`src/rtl/timing_pkg.sv`:
```
// ---------------------------------------------------------------------------
// timing_pkg
// Shared types and constants for the clk_tf-domain stop/top-of-second logic.
//   SlowClocksPerSecond : slow-clock ticks in one second
//   DefCountWidth       : coarse count width that covers one second of ticks
//   DefSeqWidth         : default width of the per-second sequence tag
//   DefGapCycles        : idle clk_tf cycles that terminate a pulse burst
//   cap_state_e         : burst capture state (S_IDLE / S_BURST)
//   stop_rec_t          : one published record, default-width view used by the
//                         uC-side register bank
// ---------------------------------------------------------------------------
package timing_pkg;

    localparam int SlowClocksPerSecond = 10000;
    localparam int DefCountWidth       = $clog2(SlowClocksPerSecond);
    localparam int DefSeqWidth         = 8;
    localparam int DefGapCycles        = 8;

    typedef enum logic [0:0] {
        S_IDLE  = 1'b0,
        S_BURST = 1'b1
    } cap_state_e;

    typedef struct packed {
        logic [DefCountWidth-1:0] count;
        logic [DefSeqWidth-1:0]   seq;
        logic                     saturated;
        logic                     framing_err;
        logic                     missing;
        logic                     overrun;
    } stop_rec_t;

endpackage : timing_pkg

```
`src/rtl/pulse_burst_counter.sv`:
```
// ---------------------------------------------------------------------------
// pulse_burst_counter
// Turns the stop_tos_count pulse train into a binary burst length.
//   clk_i        : clk_tf
//   rst_i        : synchronous active-high reset
//   stop_i       : raw pulse train (1 cycle high, >= 1 cycle low per count)
//   cut_i        : end the running burst now (top-of-second inside a burst);
//                  a rise in the same cycle starts a fresh burst
//   rise_o       : rising edge of stop_i this cycle
//   busy_o       : a burst is being counted (state S_BURST)
//   burst_done_o : gap timer expired this cycle; count_o/sat_o hold the result
//   count_o      : pulses counted so far in the current burst (saturating)
//   sat_o        : a rise was seen while the count was already all-ones
// ---------------------------------------------------------------------------
module pulse_burst_counter
    import timing_pkg::*;
#(
    parameter int CountWidth = DefCountWidth,
    // Pulses arrive every 2 cycles, so GapCycles must be at least 3.
    parameter int GapCycles  = DefGapCycles
) (
    input  logic                  clk_i,
    input  logic                  rst_i,
    input  logic                  stop_i,
    input  logic                  cut_i,
    output logic                  rise_o,
    output logic                  busy_o,
    output logic                  burst_done_o,
    output logic [CountWidth-1:0] count_o,
    output logic                  sat_o
);

    localparam int              GapW    = (GapCycles > 2) ? $clog2(GapCycles) : 2;
    localparam logic [GapW-1:0] GapLast = GapW'(GapCycles - 1);

    cap_state_e            state_q, state_d;
    logic                  stop_d1_q;
    logic [GapW-1:0]       gap_q, gap_d;
    logic [GapW-1:0]       gap_inc;
    logic [CountWidth-1:0] count_q, count_d;
    logic                  sat_q, sat_d;
    logic                  rise;

    assign rise    = stop_i && !stop_d1_q;
    // The idle-cycle count including the current cycle; compared against
    // GapLast so the result is registered GapCycles cycles after the last rise.
    assign gap_inc = gap_q + GapW'(1);

    assign rise_o       = rise;
    assign busy_o       = (state_q == S_BURST);
    assign burst_done_o = (state_q == S_BURST) && !rise && (gap_inc == GapLast);
    assign count_o      = count_q;
    assign sat_o        = sat_q;

    always_comb begin
        state_d = state_q;
        gap_d   = gap_q;
        count_d = count_q;
        sat_d   = sat_q;
        unique case (state_q)
            S_IDLE: begin
                if (rise) begin
                    state_d = S_BURST;
                    count_d = CountWidth'(1);
                    sat_d   = 1'b0;
                    gap_d   = '0;
                end
            end
            S_BURST: begin
                if (cut_i) begin
                    // The cut burst was already reported by the top; the
                    // coincident rise belongs to the next second.
                    if (rise) begin
                        count_d = CountWidth'(1);
                        sat_d   = 1'b0;
                        gap_d   = '0;
                    end else begin
                        state_d = S_IDLE;
                    end
                end else if (rise) begin
                    gap_d = '0;
                    if (count_q == '1) begin
                        sat_d = 1'b1;
                    end else begin
                        count_d = count_q + CountWidth'(1);
                    end
                end else if (gap_inc == GapLast) begin
                    state_d = S_IDLE;
                end else begin
                    gap_d = gap_inc;
                end
            end
            default: state_d = S_IDLE;
        endcase
    end

    always_ff @(posedge clk_i) begin
        if (rst_i) begin
            state_q   <= S_IDLE;
            stop_d1_q <= 1'b0;
            gap_q     <= '0;
            count_q   <= '0;
            sat_q     <= 1'b0;
        end else begin
            state_q   <= state_d;
            stop_d1_q <= stop_i;
            gap_q     <= gap_d;
            count_q   <= count_d;
            sat_q     <= sat_d;
        end
    end

endmodule : pulse_burst_counter

```
`src/rtl/stop_count_capture.sv`:
```
// ---------------------------------------------------------------------------
// stop_count_capture
// Rebuilds each stop_tos_count burst into a coarse-offset count, tags it with
// the sequence number of the second it started in plus error flags, and holds
// one record at a time for the uC-side register bank.
//   clk_tf_i            : 19.2 MHz timing clock
//   tf_reset_i          : synchronous active-high reset
//   stop_tos_count_i    : pulse train, one pulse per slow-clock tick
//   tos_mark_i          : one-cycle marker, next edge is top of second
//   rec_ready_i         : consumer takes the record when valid && ready
//   rec_valid_o         : record available, held stable until accepted
//   rec_count_o         : pulses in the burst (0 for a missing record)
//   rec_seq_o           : second sequence tag
//   rec_saturated_o     : burst longer than the count can express
//   rec_framing_err_o   : top of second arrived while the burst was running
//   rec_missing_o       : a whole second passed with no burst
//   rec_overrun_o       : an unaccepted record was overwritten by this one
// ---------------------------------------------------------------------------
module stop_count_capture
    import timing_pkg::*;
#(
    parameter int CountWidth = DefCountWidth,
    parameter int SeqWidth   = DefSeqWidth,
    parameter int GapCycles  = DefGapCycles
) (
    input  logic                  clk_tf_i,
    input  logic                  tf_reset_i,
    input  logic                  stop_tos_count_i,
    input  logic                  tos_mark_i,
    input  logic                  rec_ready_i,
    output logic                  rec_valid_o,
    output logic [CountWidth-1:0] rec_count_o,
    output logic [SeqWidth-1:0]   rec_seq_o,
    output logic                  rec_saturated_o,
    output logic                  rec_framing_err_o,
    output logic                  rec_missing_o,
    output logic                  rec_overrun_o
);

    // Same field layout as stop_rec_t, sized by this instance's parameters.
    typedef struct packed {
        logic [CountWidth-1:0] count;
        logic [SeqWidth-1:0]   seq;
        logic                  saturated;
        logic                  framing_err;
        logic                  missing;
        logic                  overrun;
    } rec_t;

    logic                  rise, busy, burst_done, burst_sat;
    logic [CountWidth-1:0] burst_count;
    logic                  cut, miss, publish, start;

    logic [SeqWidth-1:0]   seq_q, seq_d;
    logic [SeqWidth-1:0]   burst_seq_q, burst_seq_d;
    logic                  armed_q, armed_d;
    logic                  seen_q, seen_d;
    logic                  valid_q, valid_d;
    rec_t                  rec_q, rec_d;
    rec_t                  pub_rec;

    pulse_burst_counter #(
        .CountWidth (CountWidth),
        .GapCycles  (GapCycles)
    ) u_counter (
        .clk_i        (clk_tf_i),
        .rst_i        (tf_reset_i),
        .stop_i       (stop_tos_count_i),
        .cut_i        (cut),
        .rise_o       (rise),
        .busy_o       (busy),
        .burst_done_o (burst_done),
        .count_o      (burst_count),
        .sat_o        (burst_sat)
    );

    // Gap expiry wins over a coincident top-of-second: the burst had already
    // ended, so it is a normal record and no missing record is produced.
    assign cut     = tos_mark_i && busy && !burst_done;
    // Missing needs one full second observed: armed by an earlier tos_mark.
    assign miss    = tos_mark_i && !busy && armed_q && !seen_q;
    assign publish = burst_done || cut || miss;
    // A rise either opens a burst from idle or reopens one cut by tos_mark.
    assign start   = rise && (!busy || cut);

    always_comb begin
        pub_rec             = '0;
        pub_rec.count       = miss ? '0 : burst_count;
        pub_rec.seq         = miss ? seq_q : burst_seq_q;
        pub_rec.saturated   = !miss && burst_sat;
        pub_rec.framing_err = cut;
        pub_rec.missing     = miss;
        pub_rec.overrun     = valid_q && !rec_ready_i;
    end

    always_comb begin
        seq_d       = tos_mark_i ? seq_q + SeqWidth'(1) : seq_q;
        armed_d     = armed_q || tos_mark_i;
        seen_d      = seen_q;
        if (burst_done) seen_d = 1'b1;
        if (tos_mark_i) seen_d = 1'b0;
        // Tag with the post-increment seq so a burst starting on the top of
        // second belongs to the new second.
        burst_seq_d = start ? seq_d : burst_seq_q;
    end

    always_comb begin
        valid_d = valid_q;
        rec_d   = rec_q;
        if (publish) begin
            valid_d = 1'b1;
            rec_d   = pub_rec;
        end else if (valid_q && rec_ready_i) begin
            valid_d = 1'b0;
        end
    end

    always_ff @(posedge clk_tf_i) begin
        if (tf_reset_i) begin
            seq_q       <= '0;
            burst_seq_q <= '0;
            armed_q     <= 1'b0;
            seen_q      <= 1'b0;
            valid_q     <= 1'b0;
            rec_q       <= '0;
        end else begin
            seq_q       <= seq_d;
            burst_seq_q <= burst_seq_d;
            armed_q     <= armed_d;
            seen_q      <= seen_d;
            valid_q     <= valid_d;
            rec_q       <= rec_d;
        end
    end

    assign rec_valid_o       = valid_q;
    assign rec_count_o       = rec_q.count;
    assign rec_seq_o         = rec_q.seq;
    assign rec_saturated_o   = rec_q.saturated;
    assign rec_framing_err_o = rec_q.framing_err;
    assign rec_missing_o     = rec_q.missing;
    assign rec_overrun_o     = rec_q.overrun;

endmodule : stop_count_capture

```
`config.mk`:
```
export PLATFORM = sky130hd
export DESIGN_NAME = stop_count_capture
export DESIGN_NICKNAME = d
export VERILOG_FILES = /design/src/rtl/timing_pkg.sv /design/src/rtl/pulse_burst_counter.sv /design/src/rtl/stop_count_capture.sv
export SDC_FILE = /design/constraint.sdc
export NUM_CORES = 1
export LEC_CHECK = 0
export CAP_MARGIN = 20
export CORE_UTILIZATION = 25
export CTS_CLUSTER_DIAMETER = 100
export CTS_CLUSTER_SIZE = 30
export DETAILED_ROUTE_END_ITERATION = 8
export GPL_ROUTABILITY_DRIVEN = 1
export PLACE_DENSITY = 0.42
export SETUP_SLACK_MARGIN = 0.02
export SYNTH_ARGS = -nofsm -noshare
export SYNTH_HDL_FRONTEND = slang
export SYNTH_SLANG_ARGS = --single-unit
```
`constraint.sdc`:
```
create_clock -name clk_tf_i -period 1.8 [get_ports clk_tf_i]
set_input_delay 0.36 -clock clk_tf_i [delete_from_list [all_inputs] [get_ports clk_tf_i]]
set_output_delay 0.36 -clock clk_tf_i [all_outputs]
set_load 0.005 [all_outputs]
```
---- Word level (Yosys, flattened, before mapping) ----
Cells that the tools add are included.
word-level totals
  word-level logic and storage cells ...... 78
  register bits after elaboration ......... 65
  output and inout bits ................... 27
  input port bits ......................... 5
operators by class
  bitwise gates (word level) .............. 1
  muxes and demuxes ....................... 25
  add/sub/neg operators ................... 3
  equality and inequality tests ........... 6
  reductions and logical operators ........ 27
operators by type and width
  kind                                                              count
  14-bit 2-to-1 mux                                                 5
  14-bit case mux with 2 select lines                               1
  8-bit 2-to-1 mux                                                  2
  14-bit by 1-bit adder with 14-bit output (second input constant)  1
  14-bit equality test (second input constant)                      1
  1-bit logical AND                                                 12
  3-bit 2-to-1 mux                                                  4
  1-bit 2-to-1 mux                                                  10
  3-bit inequality test (second input constant)                     3
  8-bit by 1-bit adder with 8-bit output (second input constant)    1
  1-bit zero test                                                   7
  3-bit case mux with 2 select lines                                1
  1-bit logical OR                                                  4
  4-bit inequality test (second input constant)                     1
  1-bit case mux with 2 select lines                                2
  2-bit AND reduction                                               2
  3-bit by 1-bit adder with 3-bit output (second input constant)    1
  3-bit equality test (second input constant)                       1
  2-bit nonzero test                                                1
  2-bit OR reduction                                                1
  1-bit NOT                                                         1

---- Longest topological paths before layout ----
  word-level depth ........................ 10
  gate-level depth with buffers ........... 8
  depth with buffers taken out ............ 7

---- Cells and area by module ----
A second synthesis with hierarchy kept.
second synthesis, totals
  cells, all modules ...................... 334
  area, all modules ....................... 3,017.9 sq um
modules (own cells, without submodules)
  module               times used  seq. area each (sq um)  area each (sq um)  cells each
  stop_count_capture   1           900.9                   1,849.3            193
  pulse_burst_counter  1           400.4                   1,168.6            141

---- Worst setup path before layout ----
Ideal clock, no wire load.
  path kind ............................... register to register
  start point ............................. register u_counter.gap_q[0]
  end point ............................... register rec_q, in the netlist rec_overrun_o
  arrival time ............................ 1,542 ps
  setup time .............................. 132 ps
  buffers on the path ..................... 1
  slack ................................... 126 ps
  stages on the path, launching flop included .. 9
  period minus slack after synthesis ...... 1,674 ps
  required time ........................... 1,668 ps
  cell sequence ........................... dfxtp_1 > inv_1 > ha_1 > and2_1 > a31o_2 > buf_2 > nor2_2 > or2_1 > a21oi_1
on the way
  cells in the longest elaborated chain, start to end .. 7
RTL lines
  item                                        RTL line                    text
  from (decl)                                 pulse_burst_counter.sv:38   logic [GapW-1:0] gap_q, gap_d;
  from (signal assigned)                      pulse_burst_counter.sv:107  gap_q <= gap_d;
  3-bit by 1-bit adder with 3-bit output (*)  pulse_burst_counter.sv:47   assign gap_inc = gap_q + GapW'(1);
  3-bit equality test (*)                     pulse_burst_counter.sv:51   assign burst_done_o = (state_q == S_BURST) && !rise && (gap_inc == GapLast);
  1-bit logical AND (*)                       pulse_burst_counter.sv:51
  1-bit zero test                             stop_count_capture.sv:79    assign cut = tos_mark_i && busy && !burst_done;
  1-bit logical AND                           stop_count_capture.sv:79
  1-bit logical OR (*) (2 in a row)           stop_count_capture.sv:82    assign publish = burst_done || cut || miss;
  to (signal assigned)                        stop_count_capture.sv:132   rec_q <= rec_d;
  to (decl)                                   stop_count_capture.sv:59    rec_t rec_q, rec_d;
Mark *: on every way between the ends. The rest lies on a longest branch, timed or not.
A chain may end at the register's enable or synchronous reset.

---- Worst setup path in the final report ----
  start point ............................. register u_counter.count_q[1], in the netlist u_counter.count_o[1]
  end point ............................... register u_counter.count_q[1], in the netlist u_counter.count_o[1]
on the way
  cells in the longest elaborated chain, start to end .. 5
  elaborated cells on any way between the ends .. 9
  those cells by class .................... add/sub (1); eq/ne (2); mux (5); reduce/logical (1)
RTL lines
  item                                      RTL line                    text
  from (decl)                               pulse_burst_counter.sv:40   logic [CountWidth-1:0] count_q, count_d;
  from (signal assigned)                    pulse_burst_counter.sv:108  count_q <= count_d;
  14-bit by 1-bit adder with 14-bit output  pulse_burst_counter.sv:85   count_d = count_q + CountWidth'(1);
  14-bit 2-to-1 mux                         pulse_burst_counter.sv:82   if (count_q == '1) begin
  14-bit 2-to-1 mux                         pulse_burst_counter.sv:80   end else if (rise) begin
  14-bit 2-to-1 mux                         pulse_burst_counter.sv:70   if (cut_i) begin
  14-bit case mux with 2 select lines       pulse_burst_counter.sv:60   unique case (state_q)
Parallel ways exist; a longest one is shown, timed or not. The select of a mux whose other input is x is not followed.

==> metrics.yaml <==
setup_path:
  criticalPathCategory: "reg2reg"
  worstReg2RegStart: "u_counter.count_o[1]$_SDFFE_PP0P_"
  critPathMaxFanout: 4
  cp-end-kind: "flip-flop"
  reg2reg_to: "u_counter.count_o[1]$_SDFFE_PP0P_"
  rrSetupSlack_ns: 0.12
  cp-start-kind: "flip-flop"
  crit_required_ns: 2.02
  rr_worst_depth: 7
  cp_data_arrival_time_ns: 1.91
  crit_start: "u_counter.count_o[1]$_SDFFE_PP0P_"
  endpoint: "u_counter.count_o[1]$_SDFFE_PP0P_"
global_route:
  grt_max_degree: 19
  gr-total-overflow: 0
  grt_use_total_pct: 13.4
  grt_pass1_wl_um: 11900
  grt_pass1_vias: 2365
  antenna_found_initial: 0
clock_tree:
  cts_num_sinks: 65
  h-tree-depth: 3
  cts_root_buffer: "clkbuf_8"
  cts_tree: "yes"
  numCtsBuffers: 9
  hold_buffers: 0
  path_clk_slew_ns: 0.08
  clk-insertion-delay-late_ns: 0.34
  clk_path_buf_depth: 2
logic_synthesis:
  synth-edff-count: 0
  synthDistinctLibCells: 43
  synth_flop_cell: "dfxtp_1"
  synth_area_um2: 2750
  yosysSeqAreaShare_pct: 47.4
  yosysWarnings: 0
  syn_inst: 325
  async_flop_share_pct: 0
  syn_area_per_cell_um2: 8.45
  syn_nets: 334
  ys_ff_latch: 65
detailed_routing:
  wl_per_cell_um: 13.2
  drcViolationCount: 0
  vias: 2509
  vias_per_cell: 4.66
  drt-total-wl_um: 7080
  first_pass_iters: 4
  drtAntennaViolNets: 0
  drt-initial-drc-count: 100
timing:
  finalCritPeriodShare_pct: 93.6
  min_period_ns: 1.68
  tightest_slew_ns: 0.388
  maxSlewHeadroom_pct: 73.9
  setup_viol: 0
  timing.fmax_mhz: 593
  fin_worst_skew_ns: 0.00980
  fin_hold_ws_ns: 0.295
  slew_viol_final: 0
  hold_violations: 0
  rsz0062_at_grt: "true"
floorplan:
  initial_core_util_pct: 26.1
  die_w_um: 107
  core_area_um2: 10500
  die_h_um: 107
  ios: 32
  num_rows: 37
  dieArea_um2: 11400
final_layout:
  antenna_cells: 0
  layout_common_cells: "dfxtp_1 (59), nand2_1 (47), buf_4 (45), nor2_1 (41), a21oi_1 (34)"
  final_common_cell: "dfxtp_1"
  n_fill_cell: 1109
  stdcell_area_um2: 3830
  area_delta_synth_final_pct: 39.4
  drive_above_1_share_pct: 22.4
  nets: 406
  stdcell_count: 538
power:
  ir_worst_vdd_uv: 392
  p_leak_nw: 1.39
  pwr_density_cell_nw_per_um2: 800
status:
  status: "complete, no violations"
placed_design:
  dp_hpwl_um: 5140
  place_area_um2: 3520
  io_buffers: 31
  placed_cells: 521
  gp_congestion: 0.801
min_path:
  hp-class: "in2reg"
run:
  maxCapViolations: 0
==> Yosys cell counts (5+ instances only) <==
master / n / area, um^2
nand2b_1: 7 / 43.8
a211oi_1: 10 / 75.1
nand3_1: 10 / 50.1
o21ai_0: 7 / 35.0
xor2_1: 7 / 61.3
buf_2: 7 / 35.0
clkbuf_1: 6 / 22.5
dfxtp_1: 65 / 1300
nand2_1: 49 / 184
a31oi_1: 5 / 31.3
a22oi_1: 8 / 60.1
nor2_1: 41 / 154
nor3_1: 9 / 45.0
nand4_1: 6 / 37.5
a21oi_1: 34 / 170
==> per-stage QoR <==
stage	utilization (%)	setup slack [ns]	power (W)	TNS (ns)
3_5_place_dp	33.5	-0.268	0.00180	-7.18
4_1_cts	35.5	0.0229	0.00310	0
3_3_place_gp	33.5	-0.240	0.00180	-6.90
5_1_grt	36.5	0.00709	0.00322	0
6_report	36.5	0.115	0.00306	0
2_1_floorplan	-	0.126	0.00166	0
==> report_power, final <==
part	internal (W)	leakage [nW]	switching, W
Combinational	0.000129	0.759	0.000144
Sequential	0.00147	0.530	0.0000249
Clock	0.000680	0.103	0.000611
==> worst min path at each step <==
stage                                            start  depth (start not counted)  slack, ns                              to
after global placement    rec_saturated_o$_SDFFE_PP0P_                          2       0.44    rec_saturated_o$_SDFFE_PP0P_
after detailed placement   rec_count_o[6]$_SDFFE_PP0P_                          2       0.44     rec_count_o[6]$_SDFFE_PP0P_
final                                 stop_tos_count_i                          2       0.30  u_counter.stop_d1_q$_SDFF_PP0_
after CTS                                   tf_reset_i                          2       0.41     u_counter.busy_o$_SDFF_PP0_
after floorplan           u_counter.sat_o$_SDFFE_PP0P_                          2       0.44    rec_saturated_o$_SDFFE_PP0P_
after global routing                  stop_tos_count_i                          2       0.31  u_counter.stop_d1_q$_SDFF_PP0_
==> layout make-up <==
type / instances / area, um^2 / area share [%]
Sequential cell: 65 / 1310 / 34.2
Clock inverter: 6 / 65.1 / 1.70
Clock buffer: 10 / 138 / 3.59
Tap cell: 136 / 170 / 4.44
Multi-Input combinational cell: 240 / 1450 / 37.7
Inverter: 2 / 7.51 / 0.196
Timing Repair Buffer: 79 / 697 / 18.2
==> worst max-delay path, cell delays in order, from the launching register on <==
cell	delay [ns]
dfxtp_2	0.36
ha_4	0.15
nand3_4	0.11
nor4_4	0.44
buf_4	0.19
nor2_1	0.08
a22oi_1	0.17
nor2_1	0.06
==> registers in the layout, summed over array words and instances, names as in the netlist, 3 cells and up <==
name and flops:
u_counter.count_o 14, rec_count_o 14, burst_seq_q 8, u_counter.gap_q 3, rec_seq_o 8, seq_q 8
==> kinds of logic after synthesis <==
| family | count (synthesis) | share of synthesized area [%] |
|---|---|---|
| compound gates | 74 | 17.1 |
| xor+xnor | 11 | 3.51 |
| fa+ha+maj | 4 | 1.82 |
| buf+inv | 20 | 3.28 |
| flops | 65 | 47.4 |
| mux | 2 | 0.729 |
| simple gates | 149 | 26.2 |
==> repair_timing <==
item / CTS / global route
setup buffers: 0 / 1
endpoints found under the hold margin: 0 / 0
pin swaps: 1 / 5
setup endpoints to repair: 5 / 23
resized for setup: 2 / 22
==> per-layer routing <==
metal / track usage, % / routed length (um) / vias up
met5: 0 / 0 / -
met4: 4.99 / 78 / 0
met3: 3.10 / 239 / 5
met2: 19.8 / 3130 / 38
met1: 19.0 / 3630 / 1178
li1: - / - / 1288
Power figures use the tool's default switching activity.
